===== src/rtl/get_data_pipe.sv =====
// -----------------------------------------------------------------------------
// get_data_pipe
//
// Clocked fetch stage sitting between get_param and the Occ lookup. One
// parameter set (i, z, k, l, addr, position) is accepted per transaction over
// a valid/ready handshake. The position code is decoded into reads of rom_C
// and/or rom_read_and_D (synchronous ROMs with ROM_LAT clocks of latency).
// The returned data is captured and presented as one registered result with
// its own valid/ready handshake. get_data_in_Occ flags results that must visit
// the Occ stage.
//
// Optional feature (macro GET_DATA_STALL_CNT_EN): adds the stall_cnt output,
// a saturating count of cycles spent in HOLD while downstream is not ready.
//
// Ports
//   clk, rst                     clock, asynchronous active-high reset
//   in_valid / in_ready          input handshake
//   i_in, z_in, k_in, l_in       search parameters (IDX_W)
//   addr_in                      parameter address tag (ADDR_W)
//   position_in                  execution position code (POS_W)
//   ce_rom_C, addr_rom_C         rom_C enable / address (SYM_W)
//   ce_rom_read_and_D,
//   addr_rom_read_and_D          rom_read_and_D enable / address (IDX_W)
//   data                         rom_C read data
//   d_i, read_i                  rom_read_and_D read data (D value, symbol)
//   out_valid / out_ready        output handshake
//   i_out .. position_out        passthrough of the accepted set
//   d_i_out, read_i_out, C_out   captured ROM data (0 where not fetched)
//   get_data_in_Occ              result requires the Occ stage
//   stall_cnt                    (GET_DATA_STALL_CNT_EN only) HOLD stall count
//
// Position codes
//   0        NONE
//   1..4     A/C/G/T_INSERTION
//   5..8     A/C/G/T_DELETION
//   9..12    A/C/G/T_MATCH, 13..16 A/C/G/T_SNP, 17 STOP_1, 18 STOP_2
//   others   undefined (treated like the no-ROM positions)
// -----------------------------------------------------------------------------
module get_data_pipe #(
    parameter int IDX_W   = 8,
    parameter int ADDR_W  = 12,
    parameter int POS_W   = 5,
    parameter int DATA_W  = 8,
    parameter int SYM_W   = 2,
    parameter int ROM_LAT = 1
) (
    input  logic              clk,
    input  logic              rst,
    input  logic              in_valid,
    output logic              in_ready,
    input  logic [IDX_W-1:0]  i_in,
    input  logic [IDX_W-1:0]  z_in,
    input  logic [IDX_W-1:0]  k_in,
    input  logic [IDX_W-1:0]  l_in,
    input  logic [ADDR_W-1:0] addr_in,
    input  logic [POS_W-1:0]  position_in,
    output logic              ce_rom_C,
    output logic [SYM_W-1:0]  addr_rom_C,
    output logic              ce_rom_read_and_D,
    output logic [IDX_W-1:0]  addr_rom_read_and_D,
    input  logic [DATA_W-1:0] data,
    input  logic [DATA_W-1:0] d_i,
    input  logic [SYM_W-1:0]  read_i,
    output logic              out_valid,
    input  logic              out_ready,
    output logic [IDX_W-1:0]  i_out,
    output logic [IDX_W-1:0]  z_out,
    output logic [IDX_W-1:0]  k_out,
    output logic [IDX_W-1:0]  l_out,
    output logic [ADDR_W-1:0] addr_out,
    output logic [POS_W-1:0]  position_out,
    output logic [DATA_W-1:0] d_i_out,
    output logic [SYM_W-1:0]  read_i_out,
    output logic [DATA_W-1:0] C_out,
    output logic              get_data_in_Occ
`ifdef GET_DATA_STALL_CNT_EN
    ,
    output logic [15:0]       stall_cnt
`endif
);

    localparam logic [POS_W-1:0] POS_NONE        = POS_W'(0);
    localparam logic [POS_W-1:0] POS_A_INSERTION = POS_W'(1);
    localparam logic [POS_W-1:0] POS_C_INSERTION = POS_W'(2);
    localparam logic [POS_W-1:0] POS_G_INSERTION = POS_W'(3);
    localparam logic [POS_W-1:0] POS_T_INSERTION = POS_W'(4);
    localparam logic [POS_W-1:0] POS_A_DELETION  = POS_W'(5);
    localparam logic [POS_W-1:0] POS_C_DELETION  = POS_W'(6);
    localparam logic [POS_W-1:0] POS_G_DELETION  = POS_W'(7);
    localparam logic [POS_W-1:0] POS_T_DELETION  = POS_W'(8);

    // Wide enough for ROM_LAT-1 with ROM_LAT up to 4.
    localparam int CNT_W = 3;

    typedef enum logic [1:0] {
        S_IDLE,
        S_ISSUE,
        S_WAIT,
        S_HOLD
    } state_t;

    typedef struct packed {
        logic             ce_c;
        logic             ce_d;
        logic [SYM_W-1:0] sym;
        logic             occ;
    } dec_t;

    function automatic dec_t decode(input logic [POS_W-1:0] pos);
        dec_t r;
        r = '0;
        case (pos)
            POS_NONE:        r.ce_d = 1'b1;
            POS_A_INSERTION: begin r.ce_c = 1'b1; r.sym = SYM_W'(0); r.occ = 1'b1; end
            POS_C_INSERTION: begin r.ce_c = 1'b1; r.sym = SYM_W'(1); r.occ = 1'b1; end
            POS_G_INSERTION: begin r.ce_c = 1'b1; r.sym = SYM_W'(2); r.occ = 1'b1; end
            POS_T_INSERTION: begin r.ce_c = 1'b1; r.sym = SYM_W'(3); r.occ = 1'b1; end
            POS_A_DELETION:  begin r.ce_c = 1'b1; r.ce_d = 1'b1; r.sym = SYM_W'(0); r.occ = 1'b1; end
            POS_C_DELETION:  begin r.ce_c = 1'b1; r.ce_d = 1'b1; r.sym = SYM_W'(1); r.occ = 1'b1; end
            POS_G_DELETION:  begin r.ce_c = 1'b1; r.ce_d = 1'b1; r.sym = SYM_W'(2); r.occ = 1'b1; end
            POS_T_DELETION:  begin r.ce_c = 1'b1; r.ce_d = 1'b1; r.sym = SYM_W'(3); r.occ = 1'b1; end
            default:         r = '0;
        endcase
        return r;
    endfunction

    state_t              state_q, state_d;
    logic [CNT_W-1:0]    cnt_q, cnt_d;
    logic [IDX_W-1:0]    i_q, i_d, z_q, z_d, k_q, k_d, l_q, l_d;
    logic [ADDR_W-1:0]   addr_q, addr_d;
    logic [POS_W-1:0]    pos_q, pos_d;
    logic                ce_c_q, ce_c_d, ce_d_q, ce_d_d;
    logic [SYM_W-1:0]    addr_c_q, addr_c_d;
    logic [IDX_W-1:0]    addr_dr_q, addr_dr_d;
    logic [DATA_W-1:0]   d_i_q, d_i_d, c_q, c_d;
    logic [SYM_W-1:0]    read_i_q, read_i_d;
    logic                occ_q, occ_d;
    logic                out_valid_q, out_valid_d;

    logic                accept;
    dec_t                dec_in;

    assign in_ready = (state_q == S_IDLE) | ((state_q == S_HOLD) & out_ready);
    assign accept   = in_valid & in_ready;
    assign dec_in   = decode(position_in);

    always_comb begin
        state_d     = state_q;
        cnt_d       = cnt_q;
        i_d         = i_q;
        z_d         = z_q;
        k_d         = k_q;
        l_d         = l_q;
        addr_d      = addr_q;
        pos_d       = pos_q;
        ce_c_d      = ce_c_q;
        ce_d_d      = ce_d_q;
        addr_c_d    = addr_c_q;
        addr_dr_d   = addr_dr_q;
        d_i_d       = d_i_q;
        c_d         = c_q;
        read_i_d    = read_i_q;
        occ_d       = occ_q;
        out_valid_d = out_valid_q;

        case (state_q)
            S_ISSUE: begin
                state_d = S_WAIT;
                cnt_d   = CNT_W'(ROM_LAT - 1);
            end
            S_WAIT: begin
                if (cnt_q == '0) begin
                    // Last WAIT edge: the ROM outputs are valid now. The
                    // enable pattern tells which fields this position keeps.
                    state_d     = S_HOLD;
                    out_valid_d = 1'b1;
                    ce_c_d      = 1'b0;
                    ce_d_d      = 1'b0;
                    if (ce_c_q)
                        c_d = data;
                    if (ce_c_q & ce_d_q)
                        read_i_d = read_i;
                    if (ce_d_q & ~ce_c_q)
                        d_i_d = d_i;
                end else begin
                    cnt_d = cnt_q - CNT_W'(1);
                end
            end
            S_HOLD: begin
                if (out_ready & ~in_valid) begin
                    state_d     = S_IDLE;
                    out_valid_d = 1'b0;
                end
            end
            default: ;
        endcase

        // A new set can arrive from IDLE or from HOLD while the current
        // result is being taken; either way it overrides the above.
        if (accept) begin
            i_d       = i_in;
            z_d       = z_in;
            k_d       = k_in;
            l_d       = l_in;
            addr_d    = addr_in;
            pos_d     = position_in;
            d_i_d     = '0;
            c_d       = '0;
            read_i_d  = '0;
            occ_d     = dec_in.occ;
            ce_c_d    = dec_in.ce_c;
            ce_d_d    = dec_in.ce_d;
            addr_c_d  = dec_in.ce_c ? dec_in.sym : '0;
            addr_dr_d = dec_in.ce_d ? i_in : '0;
            if (dec_in.ce_c | dec_in.ce_d) begin
                state_d     = S_ISSUE;
                out_valid_d = 1'b0;
            end else begin
                state_d     = S_HOLD;
                out_valid_d = 1'b1;
            end
        end
    end

    always_ff @(posedge clk or posedge rst) begin
        if (rst) begin
            state_q     <= S_IDLE;
            cnt_q       <= '0;
            i_q         <= '0;
            z_q         <= '0;
            k_q         <= '0;
            l_q         <= '0;
            addr_q      <= '0;
            pos_q       <= '0;
            ce_c_q      <= 1'b0;
            ce_d_q      <= 1'b0;
            addr_c_q    <= '0;
            addr_dr_q   <= '0;
            d_i_q       <= '0;
            c_q         <= '0;
            read_i_q    <= '0;
            occ_q       <= 1'b0;
            out_valid_q <= 1'b0;
        end else begin
            state_q     <= state_d;
            cnt_q       <= cnt_d;
            i_q         <= i_d;
            z_q         <= z_d;
            k_q         <= k_d;
            l_q         <= l_d;
            addr_q      <= addr_d;
            pos_q       <= pos_d;
            ce_c_q      <= ce_c_d;
            ce_d_q      <= ce_d_d;
            addr_c_q    <= addr_c_d;
            addr_dr_q   <= addr_dr_d;
            d_i_q       <= d_i_d;
            c_q         <= c_d;
            read_i_q    <= read_i_d;
            occ_q       <= occ_d;
            out_valid_q <= out_valid_d;
        end
    end

    assign ce_rom_C            = ce_c_q;
    assign addr_rom_C          = addr_c_q;
    assign ce_rom_read_and_D   = ce_d_q;
    assign addr_rom_read_and_D = addr_dr_q;
    assign out_valid           = out_valid_q;
    assign i_out               = i_q;
    assign z_out               = z_q;
    assign k_out               = k_q;
    assign l_out               = l_q;
    assign addr_out            = addr_q;
    assign position_out        = pos_q;
    assign d_i_out             = d_i_q;
    assign read_i_out          = read_i_q;
    assign C_out               = c_q;
    assign get_data_in_Occ     = occ_q;

`ifdef GET_DATA_STALL_CNT_EN
    logic [15:0] stall_q, stall_d;

    always_comb begin
        stall_d = stall_q;
        if ((state_q == S_HOLD) && !out_ready && (stall_q != 16'hFFFF))
            stall_d = stall_q + 16'd1;
    end

    always_ff @(posedge clk or posedge rst) begin
        if (rst)
            stall_q <= '0;
        else
            stall_q <= stall_d;
    end

    assign stall_cnt = stall_q;
`endif

endmodule

===== config.mk =====
export PLATFORM = sky130hd
export DESIGN_NAME = get_data_pipe
export DESIGN_NICKNAME = d
export VERILOG_FILES = /design/src/rtl/get_data_pipe.sv
export SDC_FILE = /design/constraint.sdc
export NUM_CORES = 1
export LEC_CHECK = 0
export ABC_AREA = 1
export BUFFER_PORTS_ARGS = -buffer_cell sky130_fd_sc_hd__buf_2
export CORE_ASPECT_RATIO = 1.1
export CORE_MARGIN = 3
export CORE_UTILIZATION = 47
export DETAILED_ROUTE_END_ITERATION = 10
export GPL_ROUTABILITY_DRIVEN = 0
export HOLD_SLACK_MARGIN = 0.08
export PLACE_DENSITY = 0.79
export SYNTH_ARGS = -nofsm -noshare
export SYNTH_HDL_FRONTEND = slang
export SYNTH_SLANG_ARGS = --single-unit

===== constraint.sdc =====
create_clock -name clk -period 2.5 [get_ports clk]
set_input_delay 0.125 -clock clk [delete_from_list [all_inputs] [get_ports clk]]
set_output_delay 0.125 -clock clk [all_outputs]
set_load 0.02 [all_outputs]

==> results of run 1 <==
-- Yosys cell counts, drive strengths merged (2+ instances only) --
| cell type | count | area [um^2] |
|---|---|---|
| dfrtp | 86 | 2150 |
| nor2 | 12 | 55.1 |
| o22ai | 2 | 12.5 |
| a21oi | 2 | 10.0 |
| inv | 33 | 124 |
| buf | 16 | 100 |
| nand3 | 27 | 153 |
| o21ai | 35 | 186 |
| nand2 | 181 | 689 |
| ha | 7 | 87.6 |
-- flip-flops by register name, indices dropped and copies added (netlist names), 2 cells and up --
| signal | count |
|---|---|
| addr_out | 12 |
| C_out | 8 |
| addr_rom_read_and_D | 8 |
| d_i_out | 8 |
| i_out | 8 |
| k_out | 8 |
| l_out | 8 |
| z_out | 8 |
| position_out | 5 |
| cnt_q | 3 |
| addr_rom_C | 2 |
| read_i_out | 2 |
| state_q | 2 |
-- power by group through the flow --
stage               sequential [W]  combinational, W  clock (W)
finish                     0.00233           0.00285   0.000943
global route               0.00239           0.00317    0.00103
CTS                        0.00232           0.00284   0.000973
detailed placement         0.00233           0.00276          0
global placement           0.00232           0.00268          0
floorplan                  0.00302           0.00114          0
-- cell type report --
type / count / share of cell area
inverters: 34 / 0.0246
clock buffers: 11 / 0.0248
flip-flops and latches: 86 / 0.406
clock inverters: 5 / 0.0113
well taps: 102 / 0.0241
multi-input cells: 270 / 0.231
repair buffers: 223 / 0.278
-- cells in the final DEF, fill, tap and decap left out --
cell,netlist,final
o21ai_0,20,20
dfrtp_1,86,86
o21ai_1,14,14
nand2_2,1,1
nand3_1,25,25
nand2_4,1,1
or2_2,1,1
clkbuf_8,0,9
buf_4,3,4
dlygate4sd3_1,0,66
inv_1,31,30
o21ai_4,1,1
inv_2,2,2
nand3_4,1,1
a21oi_1,2,2
and2_0,1,1
bufinv_16,0,1
nor2_1,10,10
clkinv_4,0,2
nand3_2,1,1
clkbuf_1,0,2
buf_2,11,152
clkinvlp_4,0,1
o22ai_1,2,2
a21boi_1,1,1
buf_12,0,1
nor2_4,1,1
nor2_2,1,1
ha_1,7,7
nand2_1,179,179
xnor2_1,1,1
clkinv_2,1,3
-- metrics by stage --
stage	std cells	hold slack [ns]	worst slack [ns]
2_1_floorplan	406	0.235	0.153
3_3_place_gp	649	0.201	0.539
3_5_place_dp	649	0.208	0.439
4_1_cts	731	0.0803	0.418
5_1_grt	731	0.106	0.235
6_report	731	0.0986	0.399
-- cell families (layout without fill, tap and decap cells) --
family                   after synthesis  count (layout)  share of synthesized area
AO/OA/AOI/OAI                         40              40                     0.0601
flip-flops                            86              86                      0.597
AND/OR/NAND/NOR                      222             222                      0.252
buffers and inverters                 50             273                     0.0635
adder cells (fa/ha/maj)                7               7                     0.0243
XOR/XNOR                               1               1                    0.00243
-- repair_timing --
| action | CTS | global route |
|---|---|---|
| endpoints found under the hold margin | 106 | 0 |
| gates resized for setup | 0 | 0 |
| buffers inserted | 0 | 0 |
| hold buffers | 66 | 0 |
-- routing by layer --
layer,vias up,global-route usage,wire (um)
met5,-,0,0
met4,0,0.116,380
met3,32,0.0523,739
met2,167,0.416,5260
met1,1648,0.281,3860
li1,1693,-,-
-- worst max-delay path: stages (launching register included) --
cell     delay, ns
dfrtp_1       0.41
inv_1         0.10
ha_1          0.22
inv_1         0.07
nand2_2       0.07
nand2_4       0.06
buf_4         0.38
buf_4         0.48
nand2_1       0.11
o21ai_1       0.10
-- path summary, 6_finish.rpt --
path                                start                      to  slack [ns]  cells after the start
max                            state_q[0]  addr_rom_read_and_D[6]        0.40                      9
max reg2reg                    state_q[0]  addr_rom_read_and_D[6]        0.40                      9
min reg2reg                   addr_out[0]             addr_out[0]        0.48                      2
min in group asynchronous             rst                l_out[0]        0.40                      3
max in group asynchronous             rst                C_out[6]        1.26                      4
min                        position_in[0]         position_out[0]         0.1                      3
==> reports/qor.yml, run 1 <==
drive_gt1_frac: 0.291
fp.coreArea_um2: 7250
avgSynthCellArea_um2: 8.88
num_antenna_cells: 0
seqPwrFrac: 0.380
power_w: 0.00612
multi_input_area_um2: 1220
insertion_delay_ns: 0.34
slew_violations: 0
final_util: 0.731
syn_area_um2: 3600
post-route-period-util: 0.840
fmax_mhz: 476
syn-num-nets: 484
io_pins: 153
swShare: 0.443
setup_viol: 0
netlist_instances: 406
tns_ns: 0
cp.required_ns: 2.76
slew_headroom: 0.606
grt_max_degree: 46
synth.distinct_cells: 26
grt_setup_unrepaired: "no"
die_w_um: 89.5
root_buffer: "clkbuf_8"
dpl.hpwl_um: 6280
maxCapViolCount: 0
grt_first_pass_wirelength_um: 16500
h-tree-depth: 3
die_h_um: 97.8
ys_ff_latch: 86
synth-main-ff-cell: "dfrtp_1"
die_area_um2: 8750
worstHoldPathType: "primary input to flip-flop"
p_per_area_nw_per_um2: 1160
floorplan.initialDensity: 0.497
combPwrFrac: 0.466
cts_max_path_buffers: 2
post-route-min-period_ns: 2.10
synth-seq-area-share: 0.597
drtIter0Drc: 155
cts_buffers: 9
startpoint_type: "flip-flop"
vias: 3540
cts_tree: "yes"
worst-setup-path-type: "flip-flop to flip-flop"
overflow: 0
crit_fanout: 45
clock_sinks: 86
grt_pass1_vias: 3516
fin_area_um2: 5300
drc_errors: 0
p_leak_nw: 2.95
end_kind: "flip-flop"
fin_skew_ns: 0.0120
wl_per_cell_um: 14.0
clk_pin_slew_ns: 0.09
grt_use_total: 0.242
fillers: 509
place_area_um2: 4440
yosysWarnings: 0
synth_edf_count: 0
ir_drop_uv: 761
finalHoldViolCount: 0
status: "finished, final reports clean"
drt-total-wl_um: 10200
regArea_um2: 2150
tightest_slew_ns: 0.590
async_flop_share: 1.00
viasPerCell: 4.84
syn2layout_area_growth_pct: 46.9
std_cell_rows: 32
layout.nets: 702
port_buffers: 152
clkPwrFrac: 0.154
antenna_found_initial: 0
first_pass_iters: 4
ant_nets: 0
internal-power_w: 0.00341
p_sw_w: 0.00271
cp.arrival_ns: 2.36
Power figures use the tool's default switching activity.
==> run 2: changes to the inputs <==
Settings changed: ABC_AREA 1 to 0, CORE_UTILIZATION 47 to 43, PLACE_DENSITY 0.79 to 0.76.
Clock period 2.5 ns to 1.7 ns, I/O delays scaled along.
==> run 2 against run 1 <==
Against the previous run:
- final cell count up 0.27%
- global-route usage is 3.5 points lower
- largest cell class unchanged
- largest power group unchanged
- clock power is 60% higher
- synthesized cell count down 5.2%
- sequential share of layout area down 2.1 points
- register-to-register slack got worse by 0.35 ns
- sequential cell count unchanged
- critical path type unchanged
- combinational power is 56% higher
- via count hardly changed
==> reports/qor.yml, run 2 <==
status: "finished, final reports clean"  # unchanged
dpl.hpwl_um: 6490  # was 6280 um
drive_gt1_frac: 0.344  # was 0.291
std_cell_rows: 34  # was 32
cts_buffers: 9  # unchanged
ir_drop_uv: 974  # was 761 uV
die_area_um2: 9630  # was 8750 um^2
r2r_cells: 5  # was 9
hold_depth: 4  # was 3
first_pass_iters: 4  # unchanged
fin_skew_ns: 0.0133  # was 0.0120 ns
fmax_mhz: 606  # was 476 MHz
root_buffer: "clkbuf_8"  # unchanged
cp.required_ns: 1.93  # was 2.76 ns
vias: 3538  # was 3,540
synth-main-ff-cell: "dfrtp_1"  # unchanged
worst-setup-path-type: "flip-flop to flip-flop"  # unchanged
clock_sinks: 86  # unchanged
clkPwrFrac: 0.161  # was 0.154
yosysTopAreaCell: "dfrtp_1"  # unchanged
avgSynthCellArea_um2: 9.48  # was 8.88 um^2
yosysWarnings: 0  # unchanged
setup_viol: 0  # unchanged
synth_edf_count: 0  # unchanged
layout.nets: 698  # was 702
p_sw_w: 0.00402  # was 0.00271 W
tightest_slew_ns: 0.536  # was 0.590 ns
crit_fanout: 24  # was 45
p_per_area_nw_per_um2: 1670  # was 1160 nW/um^2
netlist_instances: 385  # was 406
synth-seq-area-share: 0.590  # was 0.597
post-route-min-period_ns: 1.65  # was 2.10 ns
swShare: 0.430  # was 0.443
grt_pass1_vias: 3529  # was 3,516
maxCapViolCount: 0  # unchanged
syn_area_um2: 3650  # was 3600 um^2
synth.distinct_cells: 39  # was 26
io_pins: 153  # unchanged
viasPerCell: 4.83  # was 4.84
grt_use_total: 0.208  # was 0.242
post-route-period-util: 0.971  # was 0.840
cp.arrival_ns: 1.88  # was 2.36 ns
slew_violations: 0  # unchanged
grt_first_pass_wirelength_um: 15900  # was 16,500 um
syn2layout_area_growth_pct: 53.0  # was 46.9%
final_common_cell: "nand2_1"  # unchanged
floorplan.initialDensity: 0.452  # was 0.497
finalHoldViolCount: 0  # unchanged
port_buffers: 152  # unchanged
whs_ns: 0.291  # was 0.0986 ns
worstHoldPathType: "primary input to flip-flop"  # unchanged
synth_common_cells: "nand2_1 (182), dfrtp_1 (86), nor2_1 (14)"  # was nand2_1 (179), dfrtp_1 (86), inv_1 (31)
num_antenna_cells: 0  # unchanged
end_kind: "flip-flop"  # unchanged
ys_ff_latch: 86  # unchanged
clk_pin_slew_ns: 0.08  # was 0.09 ns
final_cell_mix: "nand2_1 (181), buf_2 (152), dfrtp_1 (86)"  # was nand2_1 (179), buf_2 (152), dfrtp_1 (86)
post-place-ws_ns: 0.0277  # was 0.439 ns
synth_area_leaders: "dfrtp_1 (59%), nand2_1 (19%), mux2i_1 (2.7%)"  # was dfrtp_1 (60%), nand2_1 (19%), nand3_1 (3.5%)
cts_tree: "yes"  # unchanged
cts_max_path_buffers: 2  # unchanged
setup_ws_ns: 0.0496  # was 0.399 ns
wl_per_cell_um: 14.1  # was 14.0 um
overflow: 0  # unchanged
drc_errors: 0  # unchanged
largest_reg_flops: 12  # unchanged
combPwrFrac: 0.477  # was 0.466
grt_max_degree: 45  # was 46
seqPwrFrac: 0.362  # was 0.380
antenna_found_initial: 0  # unchanged
startpoint_type: "flip-flop"  # unchanged
insertion_delay_ns: 0.35  # was 0.34 ns
drt-total-wl_um: 10300  # was 10,200 um
fp.coreArea_um2: 8080  # was 7250 um^2
ant_nets: 0  # unchanged
async_flop_share: 1.00  # unchanged
internal-power_w: 0.00532  # was 0.00341 W
p_leak_nw: 3.03  # was 2.95 nW
syn-num-nets: 463  # was 484
yosysTopAreaCellShare: 0.590  # was 0.597
die_h_um: 103  # was 97.8 um
h-tree-depth: 3  # unchanged
synthMostInstantiatedCell: "nand2_1"  # unchanged
slew_headroom: 0.643  # was 0.606
drtIter0Drc: 118  # was 155
die_w_um: 93.8  # was 89.5 um
r2r_slack_ns: 0.05  # was 0.40 ns
-- run 2: critical path, cell delays in order, from the launching register on --
cell and delay (ns):
dfrtp_1 0.42, inv_2 0.07, ha_2 0.18, a21o_1 0.17, and2_4 0.27, o41a_1 0.43
-- run 2: final timing paths --
path,end,start
setup / recovery,out_valid,state_q[1]
hold / removal,addr_rom_C[0],in_valid
setup reg to reg,out_valid,state_q[1]
hold reg to reg,addr_out[4],addr_out[4]
max in group asynchronous,position_out[3],rst
min in group asynchronous,i_out[4],rst
-- run 2: kinds of logic (layout without fill, tap and decap cells) --
| group | after synthesis | count (layout) | share of synthesized area |
|---|---|---|---|
| adders and majority gates | 7 | 7 | 0.0240 |
| buffers and inverters | 26 | 266 | 0.0415 |
| AOI/OAI and AO/OA | 42 | 42 | 0.0816 |
| DFF | 86 | 86 | 0.590 |
| xor gates and xnor gates | 1 | 1 | 0.00240 |
| and+or+nand+nor | 213 | 213 | 0.233 |
| muxes | 10 | 10 | 0.0274 |
-- run 2: layout make-up --
type,instances,area [um^2]
clock buffer,10,138
clock inverter,6,75.1
fill,614,2500
inverter,7,30.0
multi-input combinational,273,1400
sequential,86,2150
tap,108,135
timing repair buffer,243,1660
-- run 2: timing repair --
action / 4_1_cts / 5_1_grt
resized for setup: 0 / 13
buffers inserted: 0 / 2
setup endpoints to repair: 0 / 51
hold buffers: 68 / 0
hold endpoints to repair: 162 / 0
-- run 2: per-stage QoR --
step | instances | setup TNS [ns] | utilization | instance area (um^2) | power (W)
2_1_floorplan | 385 | 0 | - | 3650 | 0.00603
3_3_place_gp | 646 | 0 | 0.569 | 4600 | 0.00742
3_5_place_dp | 646 | 0 | 0.569 | 4600 | 0.00755
4_1_cts | 730 | 0 | 0.680 | 5500 | 0.00921
5_1_grt | 733 | -0.00184 | 0.691 | 5590 | 0.00996
6_report | 733 | 0 | 0.691 | 5590 | 0.00934
-- run 2: power by group through the flow --
stage               sequential [W]  combinational, W  clock, W
floorplan                  0.00440           0.00163         0
global placement           0.00336           0.00406         0
detailed placement         0.00338           0.00417         0
CTS                        0.00336           0.00429   0.00156
global route               0.00347           0.00485   0.00164
finish                     0.00338           0.00445   0.00151
-- run 2: metal layers --
| metal | up-vias | wire [um] | share of wire | global-route usage |
|---|---|---|---|---|
| met4 | 0 | 389 | 0.038 | 0.102 |
| met5 | - | 0 | 0 | 0 |
| li1 | 1696 | - | - | - |
| met2 | 152 | 5110 | 0.49 | 0.363 |
| met3 | 32 | 698 | 0.068 | 0.0409 |
| met1 | 1658 | 4140 | 0.40 | 0.245 |
